===== config.mk =====
export PLATFORM = sky130hd
export DESIGN_NAME = comparador_serial_n_flat
export DESIGN_NICKNAME = d
export VERILOG_FILES = /design/src/rtl/comparador_serial_n_if.sv /design/src/rtl/comparador_serial_n.sv /design/src/flat_wrapper.sv
export SDC_FILE = /design/constraint.sdc
export NUM_CORES = 1
export LEC_CHECK = 0
export BUFFER_PORTS_ARGS = -buffer_cell sky130_fd_sc_hd__buf_2
export CAP_MARGIN = 20
export CORE_MARGIN = 2
export CORE_UTILIZATION = 49
export DETAILED_ROUTE_END_ITERATION = 7
export PLACE_DENSITY = 0.75
export SLEW_MARGIN = 5
export SYNTH_ARGS = -nofsm -noshare
export SYNTH_HDL_FRONTEND = slang
export SYNTH_SLANG_ARGS = --single-unit

===== constraint.sdc =====
create_clock -name clk -period 2 [get_ports clk]
set_input_delay 0.2 -clock clk [delete_from_list [all_inputs] [get_ports clk]]
set_output_delay 0.2 -clock clk [all_outputs]
set_load 0.03 [all_outputs]

===== src/rtl/comparador_serial_n_if.sv =====
`default_nettype none
// ============================================================================
// Module      : comparador_serial_n_if
// Description : Start/busy/done handshake and operand/result bundle for the
//               serial magnitude comparator.
// Revision    : 1.0 - initial release
// ============================================================================
interface comparador_serial_n_if #(
  parameter int WIDTH = 16,
  parameter int CHUNK = 4
);
  localparam int NCHK = WIDTH / CHUNK;
  localparam int NW   = $clog2(NCHK) + 1;

  logic             start;
  logic             signed_mode;
  logic [WIDTH-1:0] A;
  logic [WIDTH-1:0] B;
  logic             busy;
  logic             done;
  logic             G;
  logic             L;
  logic             E;
  logic [NW-1:0]    nchk;

  // Requester side: issues operands and start, observes results.
  modport master (
    output start, signed_mode, A, B,
    input  busy, done, G, L, E, nchk
  );

  // Comparator side.
  modport slave (
    input  start, signed_mode, A, B,
    output busy, done, G, L, E, nchk
  );
endinterface
`default_nettype wire


===== src/rtl/comparador_serial_n.sv =====
`default_nettype none
// ============================================================================
// Module      : comparador_serial_n
// Description : Multi-cycle WIDTH-bit magnitude comparator. Operands are
//               latched on start and scanned CHUNK bits per clock, MS chunk
//               first, stopping at the first unequal chunk. Supports
//               unsigned and two's-complement compare.
// Revision    : 1.0 - initial release
// ============================================================================
module comparador_serial_n #(
  parameter int WIDTH = 16,
  parameter int CHUNK = 4
) (
  input  logic                clk,
  input  logic                rst_n,
  comparador_serial_n_if.slave bus
);

  localparam int NCHK = WIDTH / CHUNK;
  localparam int NW   = $clog2(NCHK) + 1;

  localparam logic [NW-1:0] c_LAST = NW'(NCHK - 1);
  localparam logic [NW-1:0] c_NCHK = NW'(NCHK);

  // Reject operand widths that do not split into whole chunks.
  if ((CHUNK < 1) || ((WIDTH % CHUNK) != 0)) begin : g_bad_param
    $error("comparador_serial_n: WIDTH must be a positive multiple of CHUNK");
  end

  typedef enum logic [1:0] {
    S_IDLE = 2'd0,
    S_RUN  = 2'd1,
    S_DONE = 2'd2
  } state_t;

  state_t           r_state;
  logic [WIDTH-1:0] r_a;
  logic [WIDTH-1:0] r_b;
  logic             r_sgn;
  logic [NW-1:0]    r_idx;
  logic             r_busy;
  logic             r_done;
  logic             r_g;
  logic             r_l;
  logic             r_e;
  logic [NW-1:0]    r_nchk;

  // The operand registers shift left after every equal chunk, so the chunk
  // under test is always the top CHUNK bits; r_idx only tracks position.
  logic             w_top;
  logic [CHUNK-1:0] w_msk;
  logic [CHUNK-1:0] w_ca;
  logic [CHUNK-1:0] w_cb;
  logic             w_gt;
  logic             w_lt;
  logic [NW-1:0]    w_nchk_now;

  assign w_top      = (r_idx == c_LAST);
  // Flipping the sign bit of the top chunk turns a two's-complement order
  // into an unsigned order for that chunk.
  assign w_msk      = CHUNK'(r_sgn & w_top) << (CHUNK - 1);
  assign w_ca       = r_a[WIDTH-1 -: CHUNK] ^ w_msk;
  assign w_cb       = r_b[WIDTH-1 -: CHUNK] ^ w_msk;
  assign w_gt       = (w_ca > w_cb);
  assign w_lt       = (w_ca < w_cb);
  assign w_nchk_now = c_NCHK - r_idx;

  // Control FSM with registered handshake and result outputs.
  always_ff @(posedge clk or negedge rst_n) begin
    if (!rst_n) begin
      r_state <= S_IDLE;
      r_a     <= '0;
      r_b     <= '0;
      r_sgn   <= 1'b0;
      r_idx   <= '0;
      r_busy  <= 1'b0;
      r_done  <= 1'b0;
      r_g     <= 1'b0;
      r_l     <= 1'b0;
      r_e     <= 1'b0;
      r_nchk  <= '0;
    end else begin
      r_done <= 1'b0;
      case (r_state)
        S_IDLE, S_DONE: begin
          if (bus.start) begin
            r_a     <= bus.A;
            r_b     <= bus.B;
            r_sgn   <= bus.signed_mode;
            r_idx   <= c_LAST;
            r_g     <= 1'b0;
            r_l     <= 1'b0;
            r_e     <= 1'b0;
            r_nchk  <= '0;
            r_busy  <= 1'b1;
            r_state <= S_RUN;
          end else begin
            r_busy  <= 1'b0;
            r_state <= S_IDLE;
          end
        end
        S_RUN: begin
          if (w_gt || w_lt) begin
            r_g     <= w_gt;
            r_l     <= w_lt;
            r_nchk  <= w_nchk_now;
            r_busy  <= 1'b0;
            r_done  <= 1'b1;
            r_state <= S_DONE;
          end else if (r_idx == '0) begin
            r_e     <= 1'b1;
            r_nchk  <= c_NCHK;
            r_busy  <= 1'b0;
            r_done  <= 1'b1;
            r_state <= S_DONE;
          end else begin
            r_a   <= r_a << CHUNK;
            r_b   <= r_b << CHUNK;
            r_idx <= r_idx - NW'(1);
          end
        end
        default: begin
          r_busy  <= 1'b0;
          r_state <= S_IDLE;
        end
      endcase
    end
  end

  assign bus.busy = r_busy;
  assign bus.done = r_done;
  assign bus.G    = r_g;
  assign bus.L    = r_l;
  assign bus.E    = r_e;
  assign bus.nchk = r_nchk;

endmodule
`default_nettype wire

===== src/flat_wrapper.sv =====
// flat-port wrapper written by rule: the top's interface ports become plain ports
module comparador_serial_n_flat 
#(
  parameter int WIDTH = 16,
  parameter int CHUNK = 4
)
  (clk, rst_n, bus_start, bus_signed_mode, bus_A, bus_B, bus_busy, bus_done, bus_G, bus_L, bus_E, bus_nchk);
  comparador_serial_n_if #(.WIDTH(WIDTH), .CHUNK(CHUNK)) bus_i ();
  input  logic clk;
  input  logic rst_n;
  input wire logic [$bits(bus_i.start)-1:0] bus_start;
  input wire logic [$bits(bus_i.signed_mode)-1:0] bus_signed_mode;
  input wire logic [$bits(bus_i.A)-1:0] bus_A;
  input wire logic [$bits(bus_i.B)-1:0] bus_B;
  output wire logic [$bits(bus_i.busy)-1:0] bus_busy;
  output wire logic [$bits(bus_i.done)-1:0] bus_done;
  output wire logic [$bits(bus_i.G)-1:0] bus_G;
  output wire logic [$bits(bus_i.L)-1:0] bus_L;
  output wire logic [$bits(bus_i.E)-1:0] bus_E;
  output wire logic [$bits(bus_i.nchk)-1:0] bus_nchk;
  assign bus_i.start = bus_start;
  assign bus_i.signed_mode = bus_signed_mode;
  assign bus_i.A = bus_A;
  assign bus_i.B = bus_B;
  assign bus_busy = bus_i.busy;
  assign bus_done = bus_i.done;
  assign bus_G = bus_i.G;
  assign bus_L = bus_i.L;
  assign bus_E = bus_i.E;
  assign bus_nchk = bus_i.nchk;
  comparador_serial_n #(.WIDTH(WIDTH), .CHUNK(CHUNK)) u_core (.clk(clk), .rst_n(rst_n), .bus(bus_i));
endmodule

# ---- After elaboration in Yosys (flattened, before gate mapping)
# Cells that the tools add are included.
dict set report word_totals {
  ff_bits 46
  wordCells 72
  out_inout_bits 8
  inputBits 36
}
dict set report op_classes {
  order_cmp 2
  n_reduce_logical 10
  n_mux 35
  n_eq_ne 9
  n_bitwise 3
  add_sub_neg 2
}
# cell n
set ops {}
lappend ops {{16-bit 2-to-1 mux} 6}
lappend ops {{16-bit case mux with 2 select lines} 2}
lappend ops {{3-bit 2-to-1 mux} 6}
lappend ops {{1-bit 2-to-1 mux} 12}
lappend ops {{3-bit case mux with 2 select lines} 2}
lappend ops {{1-bit case mux with 2 select lines} 4}
lappend ops {{4-bit AND reduction} 2}
lappend ops {{4-bit bitwise XOR} 2}
lappend ops {{2-bit != test (second input constant)} 3}
lappend ops {{3-bit AND reduction} 2}
lappend ops {{4-bit > comparator} 1}
lappend ops {{4-bit < comparator} 1}
lappend ops {{2-bit 2-to-1 mux} 2}
lappend ops {{2-bit by 1-bit != test with 1-bit output (second input constant)} 2}
lappend ops {{2-bit case mux with 2 select lines} 1}
lappend ops {{3-bit by 2-bit == test with 1-bit output (second input constant)} 1}
lappend ops {{3-bit logical NOT} 1}
lappend ops {{3-bit by 1-bit != test with 1-bit output (second input constant)} 1}
lappend ops {{3-bit by 1-bit subtractor with 3-bit output (second input constant)} 1}
lappend ops {{3-bit subtractor (first input constant)} 1}
lappend ops {{2-bit by 1-bit == test with 1-bit output (second input constant)} 1}
lappend ops {{2-bit == test (second input constant)} 1}
lappend ops {{2-bit logical NOT} 1}
lappend ops {{2-bit AND reduction} 1}
lappend ops {{4 further kinds} 4}

# ---- Depth between registers and ports, before layout
# Gate-level depths: netlist of run 1.
dict set report logic_depth {
  depth_word 7
  ltp_mapped 7
  ltp_nobuf 6
}

# ---- Least setup slack after synthesis of run 1
# No wires, ideal clock.
dict set report synth_timing {
  path_type {register -> register}
  start {register u_core.r_a[14]}
  end {register u_core.r_a[15]}
  synth_period_minus_slack_ns 1.998
  t_required_ns 1.935
  setup_time_ns 0.065
  path_slack_ns 0.002
  path_buffers 1
  t_arrival_ns 1.933
  stages_incl_launch_ff 7
  path_cell_list {dfrtp_1 ha_1 a21oi_1 a2111o_1 o31ai_4 buf_6 o221a_2}
}
dict set report synth_via {
  elab_chain_len 5
  word_cells_on_any_way 6
  classes_between {order compare: 2; eq/ne: 1; bitwise: 1; reduce/logical: 2}
}
# element line
set synth_rtl {}
lappend synth_rtl {{start: declaration} comparador_serial_n.sv:37} ;# logic [WIDTH-1:0] r_a;
lappend synth_rtl {{start signal: assignment} comparador_serial_n.sv:87} ;# r_a <= bus.A;
lappend synth_rtl {{start signal: assignment} comparador_serial_n.sv:117} ;# r_a <= r_a << CHUNK;
lappend synth_rtl {{4-bit bitwise XOR *} comparador_serial_n.sv:62} ;# assign w_ca = r_a[WIDTH-1 -: CHUNK] ^ w_msk;
lappend synth_rtl {{4-bit > comparator / 4-bit < comparator (equally long branches)} {comparador_serial_n.sv:64, comparador_serial_n.sv:65}}
lappend synth_rtl {{1-bit logical OR *} comparador_serial_n.sv:103} ;# if (w_gt || w_lt) begin
lappend synth_rtl {{2-bit != test (no source line) *} -}
lappend synth_rtl {{4-bit AND reduction (no source line) *} -}
# Mark *: on every way between the ends. The rest lies on a longest branch, timed or not.
# A chain may end at the register's enable or synchronous reset.

# ---- Worst setup path in the final report of run 1
dict set report layout_timing {
  start {register u_core.r_a[14]}
  end {register u_core.r_a[13]}
}
# The elaborated chain is that of the path after synthesis.

==> results of run 1 <==
final timing paths:
path | startpoint | to | slack [ns]
min in group asynchronous | rst_n | u_core.r_b[9] | 0.45
setup reg to reg | u_core.r_a[14] | u_core.r_a[13] | 0.02
hold / removal | bus_signed_mode | u_core.r_sgn | 0.09
setup / recovery | u_core.r_a[14] | u_core.r_a[13] | 0.02
hold reg to reg | u_core.bus.busy | u_core.bus.busy | 0.48
max in group asynchronous | rst_n | u_core.r_b[0] | 0.97
synthesized netlist by cell type, drive strengths merged, types with 2 or more instances:
cell type  number  share of area (%)
o221a          24                 12
nor2b           3               0.87
buf             2                1.0
ha              7                4.0
and2            2               0.58
nor2            3               0.52
clkbuf          7                1.2
inv            11                1.9
nand2          21                3.6
o31ai           2                1.3
nand3           2               0.69
o21ai           9                2.1
dfrtp          46                 53
a21oi           3               0.69
nand2b         26                7.5
mux2i           2               0.92
a32o            3                1.4
nor3            3               0.69
routing by layer:
layer / up-vias / wire length (um) / share of wire, % / global-route usage, %
met2: 31 / 2180 / 49 / 33.1
li1: 787 / - / - / -
met4: 0 / 56 / 1.2 / 6.29
met5: - / 0 / 0 / 0
met1: 797 / 2080 / 46 / 26.8
met3: 6 / 174 / 3.9 / 4.84
logic make-up after synthesis:
kind of cell / after synthesis / synth area share, %
and+or+nand+nor: 62 / 15.2
AOI/OAI and AO/OA: 48 / 21.7
DFF: 46 / 53.1
buffers and inverters: 20 / 4.15
adders and majority gates: 7 / 4.04
muxes: 3 / 1.44
xor gates and xnor gates: 1 / 0.404
metrics by stage:
step                area [um2]  instances  worst slack (ns)  hold slack, ns
global placement          2530        287            0.0237           0.249
global route              2660        296           -0.0652           0.104
floorplan                 2170        187           0.00209         -0.0956
finish                    2660        296            0.0211          0.0888
detailed placement        2530        287           -0.0604           0.245
CTS                       2660        296           0.00344          0.0826
final cells by class:
type,instances,area [um2]
clock buffer,6,72.6
fill,364,1670
multi-input combinational,121,935
tap,52,65.1
inverter,11,41.3
clock inverter,2,37.5
timing repair buffer,58,355
sequential,46,1150
sequential cells by signal, summed over array words and instances, names as in the netlist, 2 cells and up:
name / count
u_core.r_a: 16
u_core.r_state: 2
u_core.bus.nchk: 3
u_core.r_idx: 3
u_core.r_b: 16
what timing repair did:
| item | in CTS | in global routing |
|---|---|---|
| gates resized for setup | 1 | 0 |
| setup endpoints to repair | 28 | 28 |
| pin swaps | 1 | 2 |
| hold endpoints to repair | 27 | 0 |
| hold buffers | 1 | 0 |
power by group:
part           internal (mW)  switching (mW)
clock                  0.373           0.298
combinational          0.534           0.620
sequential              1.24           0.201
worst max-delay path: cells and delay by family (launching register included):
family	cells	cell delay, ns
AO/OA/AOI/OAI	3	0.86
adder cells (fa/ha/maj)	1	0.31
buffers and inverters	1	0.20
flip-flops	1	0.39
AND/OR/NAND/NOR	1	0.15
==> run_results.csv, run 1 <==
group,metric,value,unit
timing,skew,0.00460,ns
power,ir_drop,0.000642,V
yosys,yosys_warnings,0,
clock_tree,post_cts_buffers,0,
yosys,netlist_instances,187,
power,power_density,1230,nW/um2
drt,vias_per_cell,5.48,
critical_path,critPathMaxFanout,26,
drt,drt_iter0_drc,126,
clock_tree,clk_pin_slew_worst_paths,0.08,ns
min_path,whs_path_depth,3,
place,dp_hpwl,3240,um
clock_tree,clock_latency,0.29,ns
critical_path,worst-setup-path-type,"reg -> reg",
grt,grt_pass1_wl,7860,um
drt,ant_nets,0,
yosys,syn_nets,230,
yosys,synth-main-ff-cell,"dfrtp_1",
floorplanning,die-area,4980,um2
timing,fin_tns_setup,0,ns
drt,postRouteWirelength,4490,um
place,gp_congestion,0.758,
floorplanning,boundaryPins,44,
place,portBuffers,43,
grt,grt_overflow,0,
finish,final_common_cell,"dfrtp_1",
finish,postLayoutCoreUtil,61.5,%
flow_run,cap_viol_max_count,0,
yosys,postSynthAreaPerCell,11.6,um2
finish,final_nets,286,
clock_tree,clock_sinks,46,
drt,wl_per_cell,15.2,um
drt,vias,1621,
floorplanning,placementRows,24,
critical_path,cp_slowest_stage_delay,0.41,ns
grt,grt_pass1_vias,1708,
timing,finalCritPeriodShare,98.9,%
critical_path,r2r_cells,6,
clock_tree,cts_root_buf,"clkbuf_8",
critical_path,cp_slowest_cell,"a2111o_1",
timing,setup_viol,0,
yosys,synth.cell_area,2170,um2
floorplanning,die_x,70.5,um
timing,tightestPinTransition,0.627,ns
floorplanning,die_h,70.5,um
power,p_leak,1.24,nW
critical_path,arrival,2.21,ns
timing,slew_violations,0,
min_path,hp-class,"in -> reg",
critical_path,endpoint_kind,"flip-flop",
clock_tree,h-tree-depth,2,
yosys,synthDistinctLibCells,32,
timing,grt_setup_unrepaired,"yes",
timing,relSlewSlack,58.2,%
finish,syn2layout_area_growth,22.5,%
clock_tree,clockBufferDepth,2,
critical_path,crit_path_cell_trace,"ha_1 > nand2_1 > a2111o_1 > o31ai_4 > buf_12 > o221a_2",
yosys,synth-edff-count,0,
grt,antenna_found_initial,0,
drt,firstDrtPassIters,4,
timing,fin_crit,1.98,ns
grt,grt_max_degree,30,
drt,remaining_drc_errors,0,
clock_tree,cts_made_buffers,5,
timing,clock.fmax,505,MHz
finish,drive_gt1_share,38.5,%
floorplanning,coreArea,4320,um2
clock_tree,tritoncts,"done",
finish,diodes,0,
run_status,status,"finished clean",
yosys,async_reset_ff_share,100,%
critical_path,start_kind,"flip-flop",
critical_path,crit_required,2.23,ns
power,finalPower,3.26,mW
finish,most-common-layout-cells,"46 x dfrtp_1, 43 x buf_2, 26 x nand2b_1",
yosys,synth-seq-cells,46,
floorplanning,initial_utilization,50.2,%
yosys,seq_area_frac_synth,53.1,%
timing,timing.final.hold_violations,0,
grt,track_usage,20.1,%
(Power assumes the default switching activity.)
==> run 2, diff against run 1 <==
--- a/config.mk
+++ b/config.mk
@@ -7,10 +7,12 @@
 export LEC_CHECK = 0
 export BUFFER_PORTS_ARGS = -buffer_cell sky130_fd_sc_hd__buf_2
 export CAP_MARGIN = 20
+export CELL_PAD_IN_SITES_DETAIL_PLACEMENT = 1
+export CELL_PAD_IN_SITES_GLOBAL_PLACEMENT = 1
 export CORE_MARGIN = 2
-export CORE_UTILIZATION = 49
+export CORE_UTILIZATION = 38
 export DETAILED_ROUTE_END_ITERATION = 7
-export PLACE_DENSITY = 0.75
+export PLACE_DENSITY_LB_ADDON = 0.1
 export SLEW_MARGIN = 5
 export SYNTH_ARGS = -nofsm -noshare
 export SYNTH_HDL_FRONTEND = slang
==> run 2 against run 1 <==
First-iteration DRC count is 32% lower. Global-route usage decreased by 1.4 points. Non-clock buffer count increased by 6. The run now ends with setup timing left. Maximum frequency down 2.3%. Routed wire length increased by 23%. Largest power group unchanged. Critical path depth increased by 2. Highest routed layer unchanged. Worst hold slack gained 0.014 ns. Final area up 5.1%. Register-to-register slack worse by 0.05 ns. Utilization down 11 points. Sequential share of layout area is 2.1 points lower. Combinational power up 19%. Largest cell class unchanged.
==> run_results.csv, run 2 (synthesis results as in run 1) <==
group,metric,value,unit
drt,remaining_drc_errors,0,
timing,fin_tns_setup,-0.196,ns
floorplanning,coreArea,5510,um2
critical_path,worst-setup-path-type,"reg -> reg",
run_status,status,"finished with violations",
place,place_area,2570,um2
drt,drt_iter0_drc,86,
clock_tree,clock_latency,0.30,ns
critical_path,cp_slowest_cell,"a2111o_1",
timing,tightestPinTransition,0.707,ns
timing,skew,0.0105,ns
min_path,hp-class,"in -> reg",
floorplanning,die-area,6330,um2
critical_path,crit_start,"u_core.r_b[14]",
drt,vias_per_cell,5.22,
min_path,hold_path_end,"u_core.r_sgn",
timing,relSlewSlack,52.9,%
floorplanning,initial_utilization,39.4,%
finish,drive_gt1_share,42.4,%
place,gp_congestion,0.773,
critical_path,cp_slowest_stage_delay,0.43,ns
clock_tree,tritoncts,"done",
finish,final_nets,292,
clock_tree,cts_made_buffers,5,
critical_path,r2r-start,"u_core.r_b[14]",
min_path,whs_path_depth,3,
finish,syn2layout_area_growth,28.7,%
power,p_leak,1.28,nW
drt,firstDrtPassIters,4,
drt,vias,1681,
grt,grt_pass1_wl,9060,um
timing,setup_viol,20,
drt,ant_nets,0,
timing,slew_violations,0,
critical_path,endpoint_kind,"flip-flop",
timing,setup_slack,-0.0254,ns
place,portBuffers,43,
grt,grt_overflow,0,
grt,grt_pass1_vias,1779,
finish,finalInstanceArea,2790,um2
critical_path,crit_path_cell_trace,"inv_2 > ha_4 > a21oi_4 > a2111o_1 > o31ai_4 > buf_6 > clkbuf_16 > o221a_2",
critical_path,critPathMaxFanout,6,
clock_tree,h-tree-depth,2,
power,power_density,1220,nW/um2
drt,wl_per_cell,17.2,um
finish,reg_top3,"u_core.r_a x16, u_core.r_b x16",
finish,postLayoutCoreUtil,50.7,%
critical_path,start_kind,"flip-flop",
timing,timing.final.hold_violations,0,
critical_path,arrival,2.26,ns
timing,whs,0.103,ns
clock_tree,clock_sinks,46,
grt,track_usage,18.8,%
critical_path,crit_family,"compound AO/OA/AOI/OAI gates",
floorplanning,die_h,79.6,um
clock_tree,clockBufferDepth,2,
min_path,worstHoldStart,"bus_signed_mode",
critical_path,crit_required,2.24,ns
floorplanning,placementRows,27,
critical_path,r2r_slack,-0.03,ns
critical_path,cp_num_buf_inv,3,
timing,finalCritPeriodShare,101,%
drt,postRouteWirelength,5540,um
critical_path,r2r_cells,8,
timing,fin_crit,2.03,ns
clock_tree,cts_root_buf,"clkbuf_8",
finish,diodes,0,
finish,fill_cells,628,
finish,final_common_cell,"dfrtp_1",
place,dp_hpwl,3920,um
timing,clock.fmax,494,MHz
floorplanning,boundaryPins,44,
floorplanning,die_x,79.6,um
grt,grt_max_degree,30,
power,ir_drop,0.000507,V
critical_path,rr_endpoint,"u_core.r_b[7]",
flow_run,cap_viol_max_count,0,
clock_tree,clk_pin_slew_worst_paths,0.08,ns
timing,grt_setup_unrepaired,"yes",
grt,antenna_found_initial,0,
run_status,violations,"setup timing",
finish,most-common-layout-cells,"46 x dfrtp_1, 43 x buf_2, 26 x nand2b_1",
-- run 2: cell count changes in the layout (fill, tap and decap cells not counted), moves of 2 or more --
| cell | previous run | this run |
|---|---|---|
| buf_4 | 12 | 14 |
| nor3_1 | 3 | 1 |
| nor3_2 | 0 | 2 |
| buf_6 | 0 | 2 |
-- run 2: timing repair --
action	in CTS	in global routing
gates cloned	1	1
gates resized for setup	6	6
hold endpoints to repair	27	0
pin swaps	2	0
setup endpoints to repair	37	38
hold buffers	1	0
buffers inserted	3	0
-- run 2: routing by layer --
metal / vias to the layer above / wire [um] / GRT usage, %
li1: 802 / - / -
met1: 839 / 2490 / 25.1
met2: 35 / 2810 / 31.5
met3: 5 / 184 / 3.05
met4: 0 / 54 / 5.17
met5: - / 0 / 0
-- run 2: final cells by class --
type / count / area [um2] / share of cell area [%]
clock buffers: 7 / 86.3 / 3.09
clock inverters: 1 / 5.00 / 0.179
inverters: 11 / 41.3 / 1.48
multi-input cells: 121 / 973 / 34.9
flip-flops and latches: 46 / 1150 / 41.2
well taps: 72 / 90.1 / 3.23
repair buffers: 64 / 445 / 15.9
-- run 2: worst min-delay path, delay by kind of cell --
family,cells,cell delay [ns]
buffers and inverters,1,0.08
and+or+nand+nor,2,0.09
-- run 2: worst max-delay path by stage --
stage          slack, ns            endpoint  depth (start not counted)
2_1_floorplan      0.002      u_core.r_a[15]                          6
3_3_place_gp      -0.008      u_core.r_a[14]                          7
3_5_place_dp       -0.12  u_core.bus.nchk[2]                          7
4_1_cts          -0.0008  u_core.bus.nchk[0]                          8
5_1_grt            -0.09       u_core.r_b[7]                          8
6_report           -0.03       u_core.r_b[7]                          8
-- run 2: where the power goes --
group | leakage [nW] | internal [mW] | total [mW] | switching (mW)
combinational | 0.697 | 0.658 | 1.37 | 0.711
sequential | 0.536 | 1.24 | 1.46 | 0.221
clock | 0.0482 | 0.279 | 0.584 | 0.305
-- run 2: stage by stage --
step / worst slack [ns] / power (mW) / instances
2_1_floorplan: 0.00209 / 2.21 / 187
3_3_place_gp: -0.00775 / 2.59 / 308
3_5_place_dp: -0.116 / 2.66 / 308
4_1_cts: -0.000776 / 3.36 / 321
5_1_grt: -0.0869 / 3.64 / 322
6_report: -0.0254 / 3.41 / 322
==> run 3, diff against run 2 <==
--- a/config.mk
+++ b/config.mk
@@ -10,7 +10,8 @@
 export CELL_PAD_IN_SITES_DETAIL_PLACEMENT = 1
 export CELL_PAD_IN_SITES_GLOBAL_PLACEMENT = 1
 export CORE_MARGIN = 2
-export CORE_UTILIZATION = 38
+export CORE_UTILIZATION = 40
+export CTS_BUF_LIST = sky130_fd_sc_hd__clkbuf_8
 export DETAILED_ROUTE_END_ITERATION = 7
 export PLACE_DENSITY_LB_ADDON = 0.1
 export SLEW_MARGIN = 5
==> run 3 against run 2 <==
The flow still finishes with violations (setup timing). Clock skew down 0.0021 ns. Register-to-register slack got worse by 0.08 ns. Setup slack worse by 0.075 ns. Power up 16%. Clock power increased by 47%. Maximum frequency down 3.6%. Critical endpoint is now u_core.r_b[13].
==> run_results.csv, run 3 (synthesis results as in run 1) <==
group,metric,value,unit
run_status,status,"finished with violations",
run_status,violations,"setup timing",
critical_path,critPathMaxFanout,7,
floorplanning,placementRows,26,
power,power_frac_comb,39.9,%
power,seqPwrFrac,38.3,%
drt,vias_per_cell,5.47,
grt,grt_pass1_wl,9090,um
timing,fin_crit,2.10,ns
critical_path,cp_slowest_cell,"dfrtp_1",
place,gp_congestion,0.801,
timing,timing.final.hold_violations,0,
clock_tree,cts_root_buf,"clkbuf_8",
finish,final_nets,295,
timing,skew,0.00845,ns
power,power_frac_clock,21.7,%
finish,diodes,0,
floorplanning,boundaryPins,44,
finish,most-common-layout-cells,"46 x dfrtp_1, 43 x buf_2, 26 x nand2b_1",
drt,vias,1767,
drt,firstDrtPassIters,4,
drt,postRouteWirelength,6600,um
timing,slew_violations,0,
drt,drt_iter0_drc,104,
power,p_int,2.56,mW
finish,reg_top3,"u_core.r_a x16, u_core.r_b x16",
critical_path,cp_slowest_stage_delay,0.43,ns
drt,wl_per_cell,20.4,um
timing,finalCritPeriodShare,105,%
flow_run,cap_viol_max_count,0,
critical_path,crit_family,"compound AO/OA/AOI/OAI gates",
floorplanning,die_x,77.6,um
power,finalPower,3.95,mW
clock_tree,clock_latency,0.31,ns
critical_path,start_kind,"flip-flop",
grt,grt_overflow,0,
drt,remaining_drc_errors,0,
critical_path,arrival,2.35,ns
power,p_switching,1.39,mW
timing,fin_tns_setup,-2.16,ns
floorplanning,die-area,6030,um2
finish,syn2layout_area_growth,37.6,%
critical_path,crit_required,2.25,ns
timing,grt_setup_unrepaired,"yes",
grt,track_usage,19.6,%
grt,grt_max_degree,27,
floorplanning,coreArea,5170,um2
power,ir_drop,0.000514,V
min_path,hp-class,"in -> reg",
finish,stdcell_count,323,
critical_path,cp_num_buf_inv,2,
floorplanning,die_h,77.6,um
grt,grt_pass1_vias,1798,
critical_path,worst-setup-path-type,"reg -> reg",
timing,tightestPinTransition,0.560,ns
clock_tree,clockBufferDepth,2,
clock_tree,clk_pin_slew_worst_paths,0.09,ns
place,numPlacedInstances,305,
floorplanning,initial_utilization,41.9,%
place,portBuffers,43,
finish,fill_cells,563,
critical_path,crit_path_cell_trace,"ha_4 > a21oi_4 > a2111o_1 > o31ai_4 > buf_6 > clkbuf_16 > o221a_2",
timing,setup_viol,34,
finish,final_common_cell,"dfrtp_1",
clock_tree,cts_made_buffers,5,
power,p_sw_share,35.2,%
finish,postLayoutCoreUtil,57.7,%
clock_tree,h-tree-depth,2,
finish,multi_input_area,1110,um2
grt,antenna_found_initial,0,
clock_tree,tritoncts,"done",
power,power_density,1320,nW/um2
finish,regArea,1150,um2
place,dp_hpwl,3840,um
finish,finalInstanceArea,2990,um2
timing,setup_slack,-0.101,ns
critical_path,endpoint_kind,"flip-flop",
clock_tree,clock_sinks,46,
place,place_area,2540,um2
power,p_leak,1.35,nW
timing,clock.fmax,476,MHz
drt,ant_nets,0,
finish,drive_gt1_share,43.1,%
timing,relSlewSlack,62.7,%
-- run 3: cell types whose count changed in the layout (fill, tap and decap cells not counted), moves of 2 or more --
cell	delta
o221a_2	-14
o221a_4	+14
buf_4	+3
bufinv_16	+2
-- run 3: final timing paths --
kind	depth (start not counted)	from	to	slack (ns)
min in group asynchronous	2	rst_n	u_core.r_b[14]	0.40
worst max-delay path	7	u_core.r_a[14]	u_core.r_b[13]	-0.10
worst max register to register	7	u_core.r_a[14]	u_core.r_b[13]	-0.10
worst min register to register	1	u_core.bus.busy	u_core.bus.busy	0.48
max in group asynchronous	3	rst_n	u_core.r_a[4]	1.00
worst min-delay path	3	bus_signed_mode	u_core.r_sgn	0.08
-- run 3: worst min-delay path, cell delays in order --
cell	delay (ns)
buf_2	0.08
nand2_1	0.04
nand2_1	0.04
-- run 3: what timing repair did --
item / CTS / global route
resized for setup: 1 / 25
gates cloned: 0 / 3
hold buffers: 1 / 0
pin swaps: 1 / 19
endpoints found under the setup margin: 29 / 32
endpoints found under the hold margin: 21 / 0
setup buffers: 0 / 6
-- run 3: final cells by class --
class                           count  share of cell area [%]
Sequential cell                    46                    38.6
Multi-Input combinational cell    121                    37.0
Timing Repair Buffer               67                    15.3
Tap cell                           70                    2.93
Clock buffer                        6                    2.77
Clock inverter                      2                    2.01
Inverter                           11                    1.38
-- run 3: layer usage --
layer  GRT usage, %  up-vias  wire (um)
met5              0        -          0
met4           5.89        0        115
met3           5.23       10        237
met2           31.3       46       3380
met1           26.0      903       2860
li1               -      808          -
-- run 3: stage by stage --
step | hold WS, ns | setup WS [ns]
after global placement | 0.207 | 0.0183
after CTS | 0.0759 | 0.0117
after global routing | 0.0879 | -0.127
after detailed placement | 0.220 | -0.0643
final | 0.0826 | -0.101
after floorplan | -0.0956 | 0.00209
-- run 3: power groups by stage --
stage          clock network (mW)  logic (mW)  registers (mW)
2_1_floorplan                   0       0.708            1.50
3_3_place_gp                    0        1.12            1.45
3_5_place_dp                    0        1.16            1.47
4_1_cts                     0.871        1.18            1.45
5_1_grt                     0.928        1.68            1.55
6_report                    0.859        1.58            1.51
